--- src/rtl/shift_rot_pipe.sv ---
// +----------------------------------------------------------------------------+
// | shift_rot_pipe : pipelined log2 left/right shift/rotate, valid/ready flow.  |
// | Optional: SHIFT_ROT_PIPE_SRA_EN makes op 11 an arithmetic right shift.      |
// | Revision: 1.0                                                               |
// +----------------------------------------------------------------------------+
`default_nettype none

module shift_rot_pipe #(
  parameter int WIDTH = 16,
  parameter int PIPE  = 1,
  localparam int SHW  = $clog2(WIDTH)
) (
  input  logic             clk,
  input  logic             rst_n,
  input  logic             in_valid,
  output logic             in_ready,
  input  logic [WIDTH-1:0] in_data,
  input  logic [SHW-1:0]   in_shamt,
  input  logic [1:0]       in_op,
  output logic             out_valid,
  input  logic             out_ready,
  output logic [WIDTH-1:0] out_data
);

  logic [SHW:0]              rdy;
  logic [SHW-1:0]            stg_valid;
  logic [SHW-1:0][WIDTH-1:0] stg_data;
  logic [SHW-2:0][1:0]       mid_op;
  logic [SHW-2:0][SHW-1:0]   mid_shamt;
`ifdef SHIFT_ROT_PIPE_SRA_EN
  logic [SHW-2:0]            mid_sign;
`endif

  function automatic logic [WIDTH-1:0] step(input logic [WIDTH-1:0] x,
                                            input logic [1:0] op,
                                            input logic fill,
                                            input int amt);
    logic [WIDTH-1:0] ones;
    ones = '1;
    case (op)
      2'b00:   step = (x << amt) | (x >> (WIDTH - amt));
      2'b01:   step = x << amt;
      2'b10:   step = (x >> amt) | (x << (WIDTH - amt));
      default: step = (x >> amt) | (fill ? ~(ones >> amt) : '0);
    endcase
  endfunction

  // A stage holding a valid item is ready only if everything downstream moves.
  always_comb begin
    rdy      = '0;
    rdy[SHW] = out_ready;
    for (int k = SHW - 1; k >= 0; k--) begin
      rdy[k] = (((PIPE != 0) || (k == SHW - 1)) && !stg_valid[k]) || rdy[k+1];
    end
  end

  assign in_ready  = rdy[0];
  assign out_valid = stg_valid[SHW-1];
  assign out_data  = stg_data[SHW-1];

  for (genvar k = 0; k < SHW; k++) begin : g_stage
    localparam int AMT = 1 << k;
    logic             v_in;
    logic [WIDTH-1:0] d_in;
    logic [1:0]       op_in;
    logic [SHW-1:0]   sh_in;
    logic             fill;
    logic             en;
    logic [WIDTH-1:0] d_res;

    if (k == 0) begin : g_first
      assign v_in  = in_valid;
      assign d_in  = in_data;
      assign op_in = in_op;
      assign sh_in = in_shamt;
`ifdef SHIFT_ROT_PIPE_SRA_EN
      assign fill  = in_data[WIDTH-1];
`else
      assign fill  = 1'b0;
`endif
    end else begin : g_next
      assign v_in  = stg_valid[k-1];
      assign d_in  = stg_data[k-1];
      assign op_in = mid_op[k-1];
      assign sh_in = mid_shamt[k-1];
`ifdef SHIFT_ROT_PIPE_SRA_EN
      assign fill  = mid_sign[k-1];
`else
      assign fill  = 1'b0;
`endif
    end

    // The shift amount is consumed LSB-first, so at the last stage only bit 0 can remain set.
    assign en    = (k == SHW - 1) ? (sh_in != '0) : sh_in[0];
    assign d_res = en ? step(d_in, op_in, fill, AMT) : d_in;

    if ((PIPE != 0) || (k == SHW - 1)) begin : g_reg
      logic             v_q;
      logic [WIDTH-1:0] d_q;

      always_ff @(posedge clk or negedge rst_n) begin
        if (!rst_n) begin
          v_q <= 1'b0;
          d_q <= '0;
        end else if (rdy[k]) begin
          v_q <= v_in;
          if (v_in) d_q <= d_res;
        end
      end

      assign stg_valid[k] = v_q;
      assign stg_data[k]  = d_q;

      if (k < SHW - 1) begin : g_side
        logic [1:0]     op_q;
        logic [SHW-1:0] sh_q;
`ifdef SHIFT_ROT_PIPE_SRA_EN
        logic           sg_q;
`endif
        always_ff @(posedge clk or negedge rst_n) begin
          if (!rst_n) begin
            op_q <= '0;
            sh_q <= '0;
`ifdef SHIFT_ROT_PIPE_SRA_EN
            sg_q <= 1'b0;
`endif
          end else if (rdy[k] && v_in) begin
            op_q <= op_in;
            sh_q <= sh_in >> 1;
`ifdef SHIFT_ROT_PIPE_SRA_EN
            sg_q <= fill;
`endif
          end
        end
        assign mid_op[k]    = op_q;
        assign mid_shamt[k] = sh_q;
`ifdef SHIFT_ROT_PIPE_SRA_EN
        assign mid_sign[k]  = sg_q;
`endif
      end
    end else begin : g_comb
      assign stg_valid[k] = v_in;
      assign stg_data[k]  = d_res;
      assign mid_op[k]    = op_in;
      assign mid_shamt[k] = sh_in >> 1;
`ifdef SHIFT_ROT_PIPE_SRA_EN
      assign mid_sign[k]  = fill;
`endif
    end
  end

endmodule

`default_nettype wire
--- config.mk ---
export PLATFORM = sky130hd
export DESIGN_NAME = shift_rot_pipe
export DESIGN_NICKNAME = d
export VERILOG_FILES = /design/src/rtl/shift_rot_pipe.sv
export SDC_FILE = /design/constraint.sdc
export NUM_CORES = 1
export LEC_CHECK = 0
export BUFFER_PORTS_ARGS = -buffer_cell sky130_fd_sc_hd__buf_2
export CAP_MARGIN = 40
export CORE_MARGIN = 4
export CORE_UTILIZATION = 30
export DETAILED_ROUTE_END_ITERATION = 16
export SLEW_MARGIN = 20
export SYNTH_ARGS = -nofsm -noshare
export SYNTH_HDL_FRONTEND = slang
export SYNTH_SLANG_ARGS = --single-unit
--- constraint.sdc ---
create_clock -name clk -period 3.8 [get_ports clk]
set_clock_uncertainty 0.05 [all_clocks]
set_input_delay 0.38 -clock clk [delete_from_list [all_inputs] [get_ports clk]]
set_output_delay 0.38 -clock clk [all_outputs]
set_load 0.03 [all_outputs]
After elaboration in Yosys (flattened, before gate mapping)
Cells that the tools add are included.
{ "word_totals": {"register_bits": 80, "input_bits": 26, "out_inout_bits": 18} }
{ "classes": {"n_eq_ne": 8, "mux": 8, "bitwise": 7, "reduce_logical": 20} }
{ "ops": {"columns": ["operator", "count"], "rows": [
  ["$pmux W16 S3", 3],
  ["$mux W16", 4],
  ["$pmux W16 S2", 1],
  ["$or A12 B16 Y16", 1],
  ["$or A14 B16 Y16", 1],
  ["$or A15 B16 Y16", 1],
  ["$or A16 B1 Y16", 1],
  ["$or A16 B2 Y16", 1],
  ["$or A16 B4 Y16", 1],
  ["$or A8 B16 Y16", 1],
  ["$eq A2 B1 Y1 const B", 4],
  ["$eq A2 B2 Y1 const B", 4],
  ["$logic_not A2 Y1", 4],
  ["$reduce_and A2 Y1", 4],
  ["$logic_not A1 Y1", 4],
  ["$logic_or A1 B1 Y1", 4],
  ["$logic_and A1 B1 Y1", 3],
  ["$reduce_or A2 Y1", 1]
]} }

Logic depth before layout (Yosys ltp)
Gate-level depths: netlist (run 1).
{ "logic_depth": {"word_depth": 6, "mapped_depth": 6} }

Least setup slack after synthesis (run 1)
Ideal clock, no wire load.
{ "synth_path": {"path_kind": "register -> register", "start": "register g_stage[3].g_reg.v_q, in the netlist out_valid", "end": "register g_stage[0].g_reg.d_q[0]", "n_path_buf": 1, "t_arrival_ps": 1442, "path_slack_ps": 2183, "period_less_slack_ps": 1617, "path_stages_with_launch": 5, "cell_sequence": "dfrtp_1 > and4b_4 > a21boi_4 > buf_6 > mux2_4"} }
{ "synth_between": {"elab_chain_len": 6} }
{ "synth_rtl": {"columns": ["item", "line_no", "rtl"], "rows": [
  ["start, declared", "98", "logic v_q;"],
  ["start signal, assigned", "106", "v_q <= v_in;"],
  ["$logic_not A1 Y1", "53", "rdy[k] = (((PIPE != 0) || (k == SHW - 1)) && !stg_valid[k]) || rdy[k+1];"],
  ["$logic_or A1 B1 Y1 (4 in a row)", "53", null],
  ["$reduce_and A2 Y1 (no source line)", null, null],
  ["end signal, assigned", "107", "if (v_in) d_q <= d_res;"],
  ["end, declared", "99", "logic [WIDTH-1:0] d_q;"]
]} }
No other way between the ends.
A chain may end at the register's enable or synchronous reset.

Worst setup path in the final report (run 1)
{ "layout_path": {"start": "register g_stage[2].g_reg.v_q", "end": "register g_stage[1].g_reg.d_q[14]"} }
{ "layout_between": {"elab_chain_len": 4} }
{ "layout_rtl": {"columns": ["item", "line_no"], "rows": [
  ["start, declared", "98"],
  ["start signal, assigned", "106"],
  ["$logic_not A1 Y1", "53"],
  ["$logic_or A1 B1 Y1 (2 in a row)", "53"],
  ["$reduce_and A2 Y1 (no source line)", null],
  ["end signal, assigned", "107"],
  ["end, declared", "99"]
]} }
No other way between the ends.

==> results.md, run 1 <==
## Setup path
- **CP max FO** 21
- **WP data required** 3.97 ns
- **Critical Path Sink Type** register
- **type of the worst setup path** reg2reg
- **depth of the worst register-to-register path** 3
- **crit path launch type** register
- **Data arrival, critical path** 2.44 ns

## Drt
- **detail-routed net length per standard cell** 14.7 µm
- **final WL** 9.03 mm
- **total via count after detailed routing** 3,038
- **number of search-and-repair iterations in the first detailed-routing pass** 4
- **routed vias/inst** 4.96
- **initial drt markers** 87
- **post-detailed-route count of antenna-violating nets** 0
- **detailed-route DRC error count** 0

## Global routing
- **number of global-route vias before repair** 2,944
- **initial antenna violation count** 0
- **global-route usage over all layers** 11.3%
- **Overflow after GRT** 0
- **pin count of the biggest net entering global routing** 47
- **first-pass GRT wire length** 15.0 mm

## Synth
- **main area contributors after synthesis** dfrtp_1, mux2_2, a21oi_1
- **number of storage elements in the synthesis netlist** 80
- **mean instance size in the synthesized netlist** 10.9 µm²
- **area of the mapped netlist** 4330 µm²
- **Ys Warns** 0
- **number of distinct library cell variants in the gate-level netlist after synthesis** 28
- **Synth Instances** 399
- **sequential fraction of the synthesis area** 46.2%
- **syn_nets** 425
- **most area-hungry cell type in the Yosys netlist** dfrtp_1
- **portion of synthesized cell area occupied by the leading cell type** 46.2%

## Floorplan
- **Die Y** 128 µm
- **CORE AREA** 14,000 µm²
- **Horiz. Die Dim** 128 µm
- **Initial Util** 31.0%
- **Die ar.** 16,400 µm²
- **floorplan row count** 43
- **count of boundary I/O pins** 44

## Placement
- **number of buffers added on ports** 43
- **Post-DP HPWL** 6.67 mm
- **Placer Congestion** 0.792
- **worst slack, placed** 1.51 ns

## Pwr
- **net switching power** 1.28 mW
- **Clock power frac** 23.9%
- **power share of the combinational group** 33.5%
- **Pint** 2.23 mW
- **Sw Ratio** 36.4%
- **sequential group share of total power** 42.6%
- **LEAKAGE** 2.11 nW
- **power density normalized to cell area** 703 nW/µm²
- **VDD IR max** 0.272 mV

## Timing
- **final count of negative-setup-slack endpoints** 0
- **Highest Clock Rate** 0.439 GHz
- **minimum setup slack in the final design** 1.52 ns
- **setup repair after global routing missed its margin** no
- **worst slew pin tran** 0.824 ns
- **ratio of final minimum period to clock period** 59.9%
- **Tmin final** 2.28 ns
- **headroom to the max-slew limit** 45.0%
- **Hold Fails Final Rpt** 0
- **Total Negative Setup Slacks** 0 ns
- **number of max-slew violations in the final report** 0

## Min path
- **path type of the worst min-delay path** in2reg
- **number of cells traversed by the worst hold path** 2

## Cells and area
- **Inserted Diodes** 0
- **layout cells sized above 1** 27.7%
- **Area growth, synth to finish** 15.1%
- **layout filler cell count** 1,404
- **Nets** 454

## Run
- **number of maximum-capacitance constraint violations** 0

## Clock tree
- **Gates resized, CTS repair** 0
- **CTS tree** yes
- **number of post-CTS setup repair buffers** 0
- **Sink Count** 80
- **clock transition at the registers of the reported paths** 0.06 ns
- **hold-fix buffer count after cts** 1
- **clock latency at the later pin of the worst-skew pair** 0.34 ns
- **clock buffers created by TritonCTS** 9
- **maximum level of the CTS H-tree** 3
- **maximum count of clock buffers along a single path** 2
- **buffer cell driving the clock tree root** clkbuf_16

## Status
- **run status** finished, final reports clean

worst paths after layout:
path | from | end | slack, ns
max | g_stage[2].g_reg.v_q | g_stage[1].g_reg.d_q[14] | 1.52
min | in_valid | g_stage[0].g_reg.v_q | 0.21
max reg2reg | g_stage[2].g_reg.v_q | g_stage[1].g_reg.d_q[14] | 1.52
min reg2reg | g_stage[0].g_reg.g_side.sh_q[1] | g_stage[0].g_reg.g_side.sh_q[1] | 0.47
max in group asynchronous | rst_n | g_stage[0].g_reg.d_q[10] | 2.61
min in group asynchronous | rst_n | out_data[1] | 0.50
synth_stat cells:
cell type,count
nand4b_1,1
a31oi_1,16
inv_1,2
or3b_2,1
buf_4,5
mux2i_1,34
o2bb2ai_1,6
and4b_4,1
dfrtp_1,80
buf_2,5
mux2_2,34
nand3b_4,1
mux2_4,20
nand2_4,1
a221oi_1,6
buf_6,5
clkbuf_1,14
a21boi_4,1
buf_1,1
nand2_1,3
nor2_1,44
o211ai_1,6
a21boi_1,1
and2_1,1
nand2b_1,13
a21oi_1,74
nor2b_1,16
nand3b_1,7
layer usage:
layer  track usage [%]  vias up  share of wire, %
met3              2.88       15               4.4
li1                  -     1505                 -
met4              4.00        0               1.8
met2              17.3       61                45
met1              15.4     1457                49
met5                 0        -                 0
flip-flops by register name, indices dropped and copies added, names as in the netlist:
register / flops
g_stage.g_reg.d_q: 48
g_stage.g_reg.g_side.op_q: 6
g_stage.g_reg.g_side.sh_q: 6
g_stage.g_reg.v_q: 3
out_data: 16
out_valid: 1
cell type report:
cell class | count | area [µm²] | share of cell area, %
Inverter | 2 | 7.51 | 0.151
Clock inverter | 5 | 57.6 | 1.15
Tap cell | 180 | 225 | 4.52
Clock buffer | 11 | 233 | 4.67
Timing Repair Buffer | 48 | 313 | 6.27
Sequential cell | 80 | 2000 | 40.1
Multi-Input combinational cell | 287 | 2150 | 43.1
layout by cell type (no fill, tap or decap), types with 3 or more instances in the layout:
cell         n
clkbuf_16    9
a31oi_1     16
a221oi_1     6
nor2_1      44
nor2b_1     16
nand2b_1    13
a21oi_1     74
buf_2       42
nand3b_1     7
o2bb2ai_1    6
dfrtp_1     80
mux2_2      34
mux2_4      20
mux2i_1     34
o211ai_1     6
nand2_1      3
clkinvlp_4   3
kinds of logic (layout without fill, tap and decap cells):
| logic type | count (synthesis) | count (layout) | share of synthesized area, % |
|---|---|---|---|
| compound gates | 110 | 110 | 14.9 |
| buf+inv | 32 | 66 | 4.21 |
| flops | 80 | 80 | 46.2 |
| mux | 88 | 88 | 23.6 |
| simple gates | 89 | 89 | 11.1 |
power by group through the flow:
stage                     clock network, mW  logic [mW]  registers, mW
after floorplan                           0       0.822           1.53
after global placement                    0        1.13           1.50
after detailed placement                  0        1.15           1.53
after CTS                             0.865        1.16           1.51
after global routing                  0.904        1.30           1.55
final                                 0.836        1.17           1.49
metrics by stage:
| stage | instances | utilization (%) | hold WS (ns) | total power [mW] | cell area [µm²] |
|---|---|---|---|---|---|
| 6_report | 613 | 35.7 | 0.209 | 3.50 | 4990 |
| 5_1_grt | 613 | 35.7 | 0.223 | 3.75 | 4990 |
| 4_1_cts | 611 | 35.4 | 0.204 | 3.54 | 4960 |
| 3_5_place_dp | 594 | 33.3 | 0.319 | 2.68 | 4660 |
| 3_3_place_gp | 592 | 32.9 | 0.454 | 2.63 | 4600 |
| 2_1_floorplan | 399 | - | 0.0344 | 2.35 | 4330 |
critical path, stage by stage, from the launching register on:
cell and delay, ns:
dfrtp_1 0.81, nand4b_1 0.27, nand2_1 0.63, mux2_2 0.40
Power figures use the tool's default switching activity.
==> run 2: changes to the inputs <==
Clock period 3.8 ns to 2.05 ns, I/O delays scaled along.
==> run 2 against run 1 <==
Final cell count is 0.98% higher. Setup slack worse by 1.2 ns. Critical endpoint is now g_stage[1].g_reg.d_q[6]. Combinational power is 97% higher. Largest cell class unchanged. Highest routed layer unchanged.
==> results.md, run 2 (synthesized netlist as in run 1, its figures left out) <==
## Setup path
- **reg-to-reg startpoint** g_stage[2].g_reg.v_q
- **depth of the worst register-to-register path** 5, +2
- **type of the worst setup path** reg2reg
- **CP max FO** 20, -4.8%
- **crit path launch type** register
- **Data arrival, critical path** 1.93 ns, -0.51 ns
- **WP data required** 2.21 ns, -1.76 ns
- **endpoint of the most critical register-to-register path** g_stage[1].g_reg.d_q[6]
- **Critical Path Sink Type** register
- **slack of the worst reg-to-reg path** 0.28 ns, -1.25 ns

## Cells and area
- **layout cells sized above 1** 29.2%, +1.4 points
- **Inserted Diodes** 0, unchanged
- **Top reg by flops** g_stage.g_reg.d_q
- **commonest cells after routing, fill and taps aside** dfrtp_1, a21oi_1, nor2_1, buf_2
- **Area growth, synth to finish** 16.3%
- **flip-flop count of the largest register after layout** 48, unchanged
- **Nets** 461, +1.5%
- **most common library cell in the layout ignoring fill and taps** dfrtp_1

## Min path
- **path type of the worst min-delay path** in2reg
- **Endpoint, Worst Hold** g_stage[0].g_reg.v_q
- **hold path startpoint** in_valid
- **number of cells traversed by the worst hold path** 2, unchanged

## Global routing
- **Overflow after GRT** 0, unchanged
- **pin count of the biggest net entering global routing** 44, -6.4%
- **initial antenna violation count** 0, unchanged
- **number of global-route vias before repair** 3,096, +5.2%
- **global-route usage over all layers** 11.5%, +0.27 points
- **first-pass GRT wire length** 15.4 mm, +2.7%

## Clock tree
- **clock transition at the registers of the reported paths** 0.06 ns, about the same
- **Sink Count** 80, unchanged
- **buffer cell driving the clock tree root** clkbuf_16
- **clock buffers created by TritonCTS** 9, unchanged
- **clock latency at the later pin of the worst-skew pair** 0.32 ns, -0.02 ns
- **maximum level of the CTS H-tree** 3, unchanged
- **CTS tree** yes
- **maximum count of clock buffers along a single path** 2, unchanged

## Timing
- **setup repair after global routing missed its margin** no
- **Hold Fails Final Rpt** 0, unchanged
- **ratio of final minimum period to clock period** 86.5%, +27 points
- **worst-case hold slack** 0.0545 ns, -0.154 ns
- **minimum setup slack in the final design** 0.277 ns, -1.25 ns
- **worst slew pin tran** 0.841 ns, +0.0166 ns
- **headroom to the max-slew limit** 43.9%, -1.1 points
- **Tmin final** 1.77 ns, -0.503 ns
- **Highest Clock Rate** 0.564 GHz, +28%
- **number of max-slew violations in the final report** 0, unchanged
- **final count of negative-setup-slack endpoints** 0, unchanged
- **Total Negative Setup Slacks** 0 ns, unchanged

## Floorplan
- **Initial Util** 31.0%, unchanged
- **CORE AREA** 14,000 µm², unchanged
- **floorplan row count** 43, unchanged
- **Die Y** 128 µm, unchanged
- **Horiz. Die Dim** 128 µm, unchanged
- **count of boundary I/O pins** 44, unchanged
- **Die ar.** 16,400 µm², unchanged

## Pwr
- **LEAKAGE** 2.16 nW, +2.3%
- **total chip power** 6.63 mW, +89%
- **VDD IR max** 0.574 mV, +110%
- **power density normalized to cell area** 1310 nW/µm², +87%

## Drt
- **number of search-and-repair iterations in the first detailed-routing pass** 4, unchanged
- **highest routing layer actually used** met4
- **post-detailed-route count of antenna-violating nets** 0, unchanged
- **detailed route wirelength on metal3** 401 µm, +2.0%
- **met2 wirelength from detailed routing** 4.18 mm, +3.3%
- **M1 wire length** 4.42 mm, about the same
- **routed vias/inst** 5.00, +0.95%
- **detailed-route DRC error count** 0, unchanged
- **final WL** 9.17 mm, +1.5%
- **total via count after detailed routing** 3,097, +1.9%
- **initial drt markers** 125, +44%
- **detail-routed net length per standard cell** 14.8 µm, +0.52%

## Run
- **number of maximum-capacitance constraint violations** 0, unchanged

## Placement
- **Placer Congestion** 0.807, +1.9%
- **Post-DP HPWL** 6.84 mm, +2.7%
- **number of buffers added on ports** 43, unchanged
- **worst slack, placed** 0.296 ns, -1.22 ns

## Status
- **run status** finished, final reports clean

==> run 2: changes by cell type in the layout (fill, tap and decap cells not counted) <==
cell / previous run / this run
buf_12: 0 / 2
clkinv_2: 1 / 2
clkinvlp_4: 3 / 0
buf_16: 2 / 0
clkbuf_8: 0 / 3
buf_4: 1 / 8
clkbuf_1: 2 / 0
==> run 2: worst max-delay path by stage <==
stage                               from                         endpoint  slack [ns]
detailed placement  g_stage[2].g_reg.v_q          g_stage[1].g_reg.d_q[5]        0.30
finish              g_stage[2].g_reg.v_q          g_stage[1].g_reg.d_q[6]        0.28
global route        g_stage[2].g_reg.v_q          g_stage[1].g_reg.d_q[3]        0.16
CTS                 g_stage[2].g_reg.v_q          g_stage[1].g_reg.d_q[6]        0.27
floorplan                      out_valid          g_stage[0].g_reg.d_q[0]        0.43
global placement    g_stage[2].g_reg.v_q  g_stage[1].g_reg.g_side.op_q[1]        0.34
==> run 2: worst max-delay path, stage by stage, from the launching register on <==
cell	delay, ns
dfrtp_1	0.35
buf_4	0.24
nand4b_1	0.23
nand2_1	0.16
buf_4	0.26
mux2_2	0.37
==> run 2: per-layer routing <==
metal	vias to the layer above	global-route usage [%]
li1	1511	-
met1	1495	15.1
met2	81	18.8
met3	10	2.63
met4	0	4.00
met5	-	0
==> run 2: repair_timing <==
item | CTS | global route
hold buffers | 1 | 0
hold endpoints to repair | 42 | 0
buffers inserted | 0 | 0
resized for setup | 0 | 0
==> run 2: layout make-up <==
type	count	area, µm²
Fill cell	1404	8950
Multi-Input combinational cell	287	2150
Sequential cell	80	2000
Timing Repair Buffer	55	350
Clock buffer	12	267
Tap cell	180	225
Clock inverter	3	40.0
Inverter	2	7.51
==> run 2: through the flow <==
| step | area, µm² | util, % | cells |
|---|---|---|---|
| after floorplan | 4330 | - | 399 |
| after global placement | 4690 | 33.6 | 601 |
| after detailed placement | 4690 | 33.6 | 601 |
| after CTS | 5010 | 35.8 | 617 |
| after global routing | 5040 | 36.0 | 619 |
| final | 5040 | 36.0 | 619 |
==> run 2: report_power, final <==
group	switching, mW	internal, mW
Sequential	0.555	2.15
Clock	0.579	1.03
Combinational	1.24	1.07
Total	2.37	4.25
